[src/rtl/lamp_seq_pkg.sv]
// Shared types and encodings for the lamp sequence generator.
// LAMP_GAP_EN selects the optional GAP state between lamp steps.
package lamp_seq_pkg;

  localparam int DW_W_DEF  = 8;
  localparam int REP_W_DEF = 4;

  typedef logic [2:0] state_t;

  localparam state_t S_IDLE   = 3'd0;
  localparam state_t S_STEP_A = 3'd1;
  localparam state_t S_STEP_B = 3'd2;
  localparam state_t S_STEP_C = 3'd3;
  localparam state_t S_GAP    = 3'd4;
  localparam state_t S_DONE   = 3'd5;

  // {lamp3, lamp2, lamp1}
  localparam logic [2:0] LAMP_A   = 3'b001;
  localparam logic [2:0] LAMP_B_N = 3'b010;
  localparam logic [2:0] LAMP_C_N = 3'b100;
  localparam logic [2:0] LAMP_B_D = 3'b100;
  localparam logic [2:0] LAMP_C_D = 3'b010;

  function automatic logic [2:0] lamp_enc(
    input state_t s,
    input logic   dec
  );
    logic [2:0] l;
    l = '0;
    case (s)
      S_STEP_A: l = LAMP_A;
      S_STEP_B: l = dec ? LAMP_B_D : LAMP_B_N;
      S_STEP_C: l = dec ? LAMP_C_D : LAMP_C_N;
      default:  l = '0;
    endcase
    return l;
  endfunction

endpackage

[src/rtl/lamp_seq_dwell_timer.sv]
// Per-step dwell timer: loads D-1 on step entry, expires when it reaches 0.
// Shared by all lamp steps of lamp_sequence_generator (LAMP_GAP_EN-agnostic).
module lamp_dwell_timer #(
  parameter int DW_W = 8
) (
  input  logic            clk,
  input  logic            reset,
  input  logic            load_i,
  input  logic [DW_W-1:0] val_i,
  output logic            expire_o
);

  logic [DW_W-1:0] cnt_q;
  logic [DW_W-1:0] cnt_d;

  always_comb begin
    cnt_d = cnt_q;
    if (load_i)
      cnt_d = val_i;
    else if (cnt_q != '0)
      cnt_d = cnt_q - DW_W'(1);
  end

  always_ff @(posedge clk) begin
    if (reset) cnt_q <= '0;
    else       cnt_q <= cnt_d;
  end

  assign expire_o = (cnt_q == '0);

endmodule

[src/rtl/lamp_sequence_generator.sv]
// Lamp stimulus FSM: 1-2-3 (or decoy 1-3-2) for D cycles x R passes.
// Define LAMP_GAP_EN to insert one dark GAP cycle between lamp steps.
module lamp_sequence_generator
  import lamp_seq_pkg::*;
#(
  parameter int DW_W  = DW_W_DEF,
  parameter int REP_W = REP_W_DEF
) (
  input  logic             clk,
  input  logic             reset,
  input  logic             start,
  input  logic             abort,
  input  logic [DW_W-1:0]  dwell,
  input  logic [REP_W-1:0] reps,
  input  logic             decoy,
  output logic             lamp1,
  output logic             lamp2,
  output logic             lamp3,
  output logic             busy,
  output logic             done
);

  state_t           state_q, state_d;
  logic [DW_W-1:0]  d_q, d_d;
  logic [REP_W-1:0] rem_q, rem_d;
  logic             dec_q, dec_d;
  logic [2:0]       lamp_q;
  logic             busy_q, done_q;
`ifdef LAMP_GAP_EN
  state_t           nxt_q, nxt_d;
`endif

  logic             adv;
  state_t           tgt;
  logic [DW_W-1:0]  dwell_eff;
  logic [REP_W-1:0] reps_eff;
  logic             t_load;
  logic [DW_W-1:0]  t_val;
  logic             t_exp;

  assign dwell_eff = (dwell == '0) ? DW_W'(1) : dwell;
  assign reps_eff  = (reps == '0) ? REP_W'(1) : reps;

  always_comb begin
    state_d = state_q;
    d_d     = d_q;
    rem_d   = rem_q;
    dec_d   = dec_q;
    adv     = 1'b0;
    tgt     = S_IDLE;
`ifdef LAMP_GAP_EN
    nxt_d   = nxt_q;
`endif
    case (state_q)
      S_IDLE: begin
        if (start && !abort) begin
          state_d = S_STEP_A;
          d_d     = dwell_eff;
          rem_d   = reps_eff - REP_W'(1);
          dec_d   = decoy;
        end
      end
      S_STEP_A: begin
        adv = t_exp;
        tgt = S_STEP_B;
      end
      S_STEP_B: begin
        adv = t_exp;
        tgt = S_STEP_C;
      end
      S_STEP_C: begin
        if (t_exp) begin
          if (rem_q == '0) begin
            state_d = S_DONE;
          end else begin
            rem_d = rem_q - REP_W'(1);
            adv   = 1'b1;
            tgt   = S_STEP_A;
          end
        end
      end
`ifdef LAMP_GAP_EN
      S_GAP:   state_d = nxt_q;
`endif
      S_DONE:  state_d = S_IDLE;
      default: state_d = S_IDLE;
    endcase
    if (adv) begin
`ifdef LAMP_GAP_EN
      state_d = S_GAP;
      nxt_d   = tgt;
`else
      state_d = tgt;
`endif
    end
    if (abort && state_q != S_IDLE)
      state_d = S_IDLE;
  end

  // Reload the dwell timer on every fresh entry into a lamp step
  assign t_load = (state_d inside {S_STEP_A, S_STEP_B, S_STEP_C})
                  && (state_d != state_q);
  assign t_val  = (state_q == S_IDLE) ? dwell_eff - DW_W'(1)
                                      : d_q - DW_W'(1);

  lamp_dwell_timer #(
    .DW_W(DW_W)
  ) u_timer (
    .clk     (clk),
    .reset   (reset),
    .load_i  (t_load),
    .val_i   (t_val),
    .expire_o(t_exp)
  );

  always_ff @(posedge clk) begin
    if (reset) begin
      state_q <= S_IDLE;
      d_q     <= '0;
      rem_q   <= '0;
      dec_q   <= 1'b0;
      lamp_q  <= '0;
      busy_q  <= 1'b0;
      done_q  <= 1'b0;
    end else begin
      state_q <= state_d;
      d_q     <= d_d;
      rem_q   <= rem_d;
      dec_q   <= dec_d;
      lamp_q  <= lamp_enc(state_d, dec_d);
      busy_q  <= state_d inside {S_STEP_A, S_STEP_B, S_STEP_C, S_GAP};
      done_q  <= (state_d == S_DONE);
    end
  end

`ifdef LAMP_GAP_EN
  always_ff @(posedge clk) begin
    if (reset) nxt_q <= S_IDLE;
    else       nxt_q <= nxt_d;
  end
`endif

  assign lamp1 = lamp_q[0];
  assign lamp2 = lamp_q[1];
  assign lamp3 = lamp_q[2];
  assign busy  = busy_q;
  assign done  = done_q;

endmodule

[config.mk]
export PLATFORM = sky130hd
export DESIGN_NAME = lamp_sequence_generator
export DESIGN_NICKNAME = d
export VERILOG_FILES = /design/src/rtl/lamp_seq_pkg.sv /design/src/rtl/lamp_seq_dwell_timer.sv /design/src/rtl/lamp_sequence_generator.sv
export SDC_FILE = /design/constraint.sdc
export NUM_CORES = 1
export LEC_CHECK = 0
export BUFFER_PORTS_ARGS = -buffer_cell sky130_fd_sc_hd__buf_2
export CAP_MARGIN = 20
export CORE_ASPECT_RATIO = 1.25
export CORE_MARGIN = 1.5
export CORE_UTILIZATION = 61
export CTS_CLUSTER_DIAMETER = 30
export DETAILED_ROUTE_END_ITERATION = 8
export PLACE_DENSITY = 0.83
export SKIP_CTS_REPAIR_TIMING = 1
export SLEW_MARGIN = 20
export SYNTH_ARGS = -nofsm -noshare
export SYNTH_HDL_FRONTEND = slang
export SYNTH_HIERARCHICAL = 1
export SYNTH_SLANG_ARGS = --single-unit
[constraint.sdc]
create_clock -name clk -period 6.6 [get_ports clk]
set_input_delay 0 -clock clk [delete_from_list [all_inputs] [get_ports clk]]
set_output_delay 0 -clock clk [all_outputs]
set_load 0.03 [all_outputs]
## Word level (Yosys, flattened, before mapping)

Cells that the tools add are included.

| word-level totals | value |
|---|---|
| logic and storage cells | 69 |
| output and inout port bits | 5 |
| input bits | 17 |
| bits in registers | 29 |

| operators by class | value |
|---|---|
| reduce and logical (&&, ||, !) cells | 18 |
| $add $sub $neg | 5 |
| eq/ne operators | 12 |
| mux-type cells | 26 |

Operators with widths:

| operator | number |
|---|---|
| 8-bit two-way mux | 4 |
| 8-bit by 1-bit subtractor with 8-bit output, second input constant | 3 |
| 3-bit two-way mux | 7 |
| 3-bit one-hot mux with 3 select lines | 2 |
| 8-bit zero test | 2 |
| 4-bit two-way mux | 4 |
| 3-bit by 2-bit == test with 1-bit output, second input constant | 4 |
| 4-bit zero test | 2 |
| 4-bit one-hot mux with 2 select lines | 1 |
| 8-bit nonzero test | 1 |
| 4-bit by 1-bit subtractor with 4-bit output, second input constant | 2 |
| 3-bit by 1-bit == test with 1-bit output, second input constant | 2 |
| 3-bit == test, second input constant | 2 |
| 1-bit two-way mux | 6 |
| 2-bit != test, second input constant | 3 |
| 2-bit one-hot mux with 3 select lines | 1 |
| 3-bit nonzero test | 2 |
| 4-bit AND reduction | 1 |
| 2-bit nonzero test | 2 |
| 4-bit nonzero test | 1 |
| 1-bit logical AND | 3 |
| 3-bit zero test | 1 |
| 3-bit != test | 1 |
| 1-bit one-hot mux with 2 select lines | 1 |
| other kinds (3) | 3 |

## Depth between registers and ports, before layout

| depth | value |
|---|---|
| word-level depth | 10 |
| depth in mapped cells | 11 |
| mapped depth without buffers | 9 |

## Modules after synthesis

The synthesis kept the hierarchy.

Modules (own cells, without submodules):

| module | times used | seq. area each (µm²) | cells an instance | area each (µm²) |
|---|---|---|---|---|
| lamp_sequence_generator | 1 | 420.4 | 153 | 1265.0 |
| lamp_dwell_timer | 1 | 160.2 | 53 | 475.5 |

## Least setup slack after synthesis

No wires, ideal clock.

| timing path | value |
|---|---|
| path kind | reg-to-reg |
| start | reg u_timer.cnt_q[3] |
| end | reg u_timer.cnt_q[0] |
| period minus slack after synthesis | 2466 ps |
| setup slack | 4134 ps |
| path buffers | 2 |
| data arrival time | 2336 ps |
| stages on the path, launching flop included | 10 |
| required time | 6470 ps |
| library setup time | 130 ps |
| path through | dfxtp_1 -> nor4_4 -> and4bb_1 -> buf_6 -> o21ai_0 -> a2111oi_0 -> clkbuf_1 -> nor3_1 -> nand2_1 -> o211ai_2 |

| on the way | value |
|---|---|
| word-level cells in the longest chain between the ends | 9 |
| elaborated cells on any way between the ends | 18 |
| classes of those cells | 4 x eq/ne; 9 x mux; 5 x reduce/logical |

RTL lines:

| item | RTL line | text |
|---|---|---|
| start: declaration | lamp_seq_dwell_timer.sv:13 | `logic [DW_W-1:0] cnt_q;` |
| start signal: assignment | lamp_seq_dwell_timer.sv:26 | `else cnt_q <= cnt_d;` |
| 8-bit zero test * | lamp_seq_dwell_timer.sv:29 | `assign expire_o = (cnt_q == '0);` |
| net t_exp | lamp_sequence_generator.sv:39 | `logic t_exp;` |
| 3-bit two-way mux / 1-bit two-way mux (equally long branches) | lamp_sequence_generator.sv:72 | `if (t_exp) begin` |
| 3-bit one-hot mux with 3 select lines (tied with other cells) | lamp_sequence_generator.sv:54 | `case (state_q)` |
| 3-bit two-way mux * | lamp_sequence_generator.sv:88 | `if (adv) begin` |
| 3-bit two-way mux * | lamp_sequence_generator.sv:96 | `if (abort && state_q != S_IDLE)` |
| 3-bit by 1-bit == test with 1-bit output / 3-bit by 2-bit == test with 1-bit output (equally long branches) | lamp_sequence_generator.sv:101 | `assign t_load = (state_d inside {S_STEP_A, S_STEP_B, S_STEP_C})` |
| 3-bit nonzero test | lamp_sequence_generator.sv:101 |  |
| 1-bit logical AND * | lamp_sequence_generator.sv:102 | `&& (state_d != state_q);` |
| net t_load | lamp_sequence_generator.sv:37 | `logic t_load;` |
| 8-bit two-way mux / 2-bit nonzero test (equally long branches) | n/a |  |

Mark *: on every way through the listed nets, which the timed path passes. The rest lies on a longest branch.
A chain may end at the register's enable or synchronous reset.

## Worst setup path after layout

| timing path | value |
|---|---|
| start | reg u_timer.cnt_q[3] |
| end | reg u_timer.cnt_q[3] |

Same word-level chain as after synthesis.

==> metrics list <==
- Run status: finished, violations left
- Failing checks: negative hold slack
- The routed design uses 162 um of met3 wire.
- Portion of total power attributed to the clock network: 0.258
- In the finished design, the share of the clock period the worst path needs comes to 0.427.
* Layout Skew: 0.00704 ns
* Power per cell area: 298 mW/mm^2
* Adder and majority gate portion of the synthesized area: 0.0216
- Number of max-slew violations in the final report: 0
* Arrival time at the worst endpoint: 3.05 ns
* Number of top-level design ports: 22
- CTS built an H-tree with a depth of 2.
- Summed area of non-filler cells in the final layout: 0.00201 mm^2
- Synthesized-area fraction occupied by xor and xnor cells: 0.0554
- After synthesis, the share of cell area in mux cells is 0.0525.
* Required time reported for the critical path endpoint: 6.84 ns
- Switching share of total power: 0.344
- During synthesis, Yosys emitted a total of 6 warnings.
- Final setup TNS: 0 ns
* Combinational family with the most area after synthesis: simple AND/OR/NAND/NOR gates
* Via count normalized by instance count: 6.05
- Post-synthesis sequential area ratio: 0.334
* Worst setup SP type: flop
- After the first detailed-routing iteration, the DRC count stood at 54.
- Hold violation total from the final report: 2
- Setup repair after global routing left no endpoint under its margin.
- CTS tree: done
- Die area: 0.00318 mm^2
- Net load switching power: 205 uW
- Number of global-route vias before repair: 1508
- Antenna Diode Count: 0
- Highest routed layer: met4
* Worst Hold Margin: -0.0168 ns
* Class of the worst hold path: primary input to flop
- Detailed routing inserted a total of 1608 vias.
- Post-layout worst setup margin: 3.78 ns
* Largest voltage drop on the vdd net: 0.000191 V
- Effective utilization at floorplan: 0.643
* Buffer levels on the longest clock path: 2
* Proportion of power drawn by flip-flops and latches: 0.392
- Detailed-routing iteration count for the pre-antenna-repair pass: 4
- Clock latency of the later-clocked register in the worst-skew pair: 0.33 ns
* Die span in x: 50.8 um
* Maximum fanout along the worst path: 14
- The tool flagged a number of max-cap violations equal to 0.
* Routed met1 length: 1560 um
- Summed over all nets, the half-perimeter wirelength after detailed placement is 2680 um.
- STA classifies the critical path endpoint as a flop.
- Wire length per cell after detailed routing: 14.5 um
* Setup Slack @ Placement: 3.59 ns
- Overall die height: 62.7 um
- The internal portion of the total power is 392 uW.
- Tightest Pin Transition: 0.720 ns
- The worst setup path is of the flop to flop kind.
- Layout-stage area growth over the synthesis result: 15.2%
* Post-synthesis register bit count: 29
* Reg clk slew, reported paths: 0.10 ns
- Of the total synthesized cell area, the portion taken by AND, OR, NAND and NOR gates is 0.313.
- Netlist Area Pre-Place: 0.00174 mm^2
* Area fraction in compound gates after synthesis: 0.178
- Cell accounting for the most synthesized area: dfxtp_1
- In this run, placement finished with an instance count of 251.
* Aggregate global routing overflow: 0
* Remaining antenna violation count after routing: 0
* Number of flops mapped to enable cells by yosys: 0
- The tree is rooted in a clkbuf_4.
- Top achievable clock speed: 0.355 GHz
- Final setup violating endpoints: 0
- Top post-synthesis cells by area: dfxtp_1 33%, nand2_1 6.3%, mux2i_1 4.6%
- Of the cells placed in the final design, the portion with a size suffix greater than 1 is 0.164.
- Syn nets: 226
- The number of antenna violations at the first check in global routing is 0.
- Synthesis produced 206 cells.
* Total routing usage reported by global routing: 0.255
* Primary flip-flop cell chosen by synthesis mapping: dfxtp_1
* Row count: 21
- In this run, CTS created clock tree buffers numbering 5.
- Entering global routing, the biggest net connects 28 pins.
* Clock period minus worst slack: 2.82 ns
- Leakage power summed over all cells: 0.818 nW
- Share of the synthesized area in the top cell type: 0.334
* Number of nets at the end of the flow: 251
* Comb pwr share: 0.350
- Counting every sink on the clock net gives 29.
- Wire length of the first global-routing pass: 6300 um
- In this run the tightest slew margin relative to its limit is 0.520.
- Each instance of the synthesized netlist takes up on average 8.45 um^2.
- In this run the standard cell core region covers 0.00271 mm^2.
* Residual DRC: 0
* Final weighted congestion in routability-driven placement: 0.850
- Final Non-Filler Cells: 266
- The synthesized netlist contains 56 unique library cells.
* Routed length on met2: 2070 um
* Number of port buffers: 21
- After detailed placement, the total cell area comes to 0.00184 mm^2.
* Routed WL: 3850 um
- For this run, asynchronously set or reset flops after synthesis account for 0.
==> cells in the final DEF (no fill, tap or decap), types with 2 or more instances in the layout <==
cell / instances
xor2_1: 4
o211ai_1: 4
buf_2: 21
nor4_4: 2
nor3_1: 13
o31ai_1: 3
nor2b_1: 2
clkbuf_4: 5
nor4_1: 3
or3_1: 4
nor3b_1: 3
xnor2_1: 7
nor2_1: 17
mux2i_1: 8
nand2b_1: 2
dlygate4sd3_1: 7
o21ai_0: 5
a21oi_1: 12
nand4b_1: 2
dfxtp_1: 29
inv_1: 6
a211oi_1: 3
a31oi_1: 2
ha_1: 3
nand2_1: 29
and3b_1: 2
o32ai_1: 4
==> cells in the mapped netlist, types with 3 or more instances <==
library cell / instances
nor4_1: 3
o21ai_0: 5
dfxtp_1: 29
inv_1: 6
a211oi_1: 3
o211ai_1: 4
ha_1: 3
nand2_1: 29
nor3b_1: 3
mux2i_1: 8
xor2_1: 4
nor3_1: 13
o31ai_1: 3
o32ai_1: 4
buf_2: 3
clkbuf_1: 3
a21oi_1: 12
xnor2_1: 7
or3_1: 4
nor2_1: 17
==> power groups by stage <==
stage / Combinational [mW] / Clock, mW / Sequential, mW
after floorplan: 0.172 / 0 / 0.232
after global placement: 0.190 / 0 / 0.235
after detailed placement: 0.201 / 0 / 0.238
after CTS: 0.202 / 0.158 / 0.234
after global routing: 0.228 / 0.166 / 0.238
final: 0.209 / 0.154 / 0.234
==> cell type report <==
class,count,area [um^2]
fill,216,701
timing repair buffer,28,175
inverter,6,22.5
tap,34,42.5
clock buffer,7,55.1
multi-input combinational,161,1100
clock inverter,1,30.0
sequential,29,581
==> flip-flops by register name, summed over array words and instances (netlist names) <==
name,count
d_q,8
dec_q,1
rem_q,4
lamp_q,3
done,1
state_q,3
busy,1
u_timer/cnt_q,8
==> critical path: stages (launching register included) <==
cell	delay, ns
dfxtp_1	0.38
nor4_4	0.38
and4bb_1	0.51
nand4b_1	0.24
nor3_1	0.41
a2111oi_4	0.15
or2_2	0.37
o32ai_1	0.29
==> path summary, 6_finish.rpt <==
| kind | startpoint | to | slack, ns | cells past startpoint |
|---|---|---|---|---|
| max reg2reg | u_timer/cnt_q[3]$_SDFFE_PP0P_ | u_timer/cnt_q[3]$_SDFFE_PP0P_ | 3.78 | 7 |
| min | dwell[3] | d_q[3]$_SDFFE_PP0P_ | -0.02 | 3 |
| min reg2reg | d_q[7]$_SDFFE_PP0P_ | d_q[7]$_SDFFE_PP0P_ | 0.46 | 2 |
| max | u_timer/cnt_q[3]$_SDFFE_PP0P_ | u_timer/cnt_q[3]$_SDFFE_PP0P_ | 3.78 | 7 |
==> routing by layer <==
metal | up-vias | track usage
li1 | 804 | -
met1 | 752 | 0.285
met4 | 0 | 0.0946
met5 | - | 0
met2 | 44 | 0.459
met3 | 8 | 0.0598
==> cells by family (layout without fill, tap and decap cells) <==
group | count (synthesis) | count (layout)
flops | 29 | 29
mux | 9 | 9
xor+xnor | 11 | 11
buf+inv | 16 | 42
fa+ha+maj | 3 | 3
compound gates | 44 | 44
simple gates | 94 | 94
==> per-stage QoR <==
step | total power, mW | utilization
after floorplan | 0.404 | -
after global placement | 0.425 | 0.679
after detailed placement | 0.439 | 0.679
after CTS | 0.593 | 0.711
after global routing | 0.631 | 0.741
final | 0.598 | 0.741
Power figures use the tool's default switching activity.
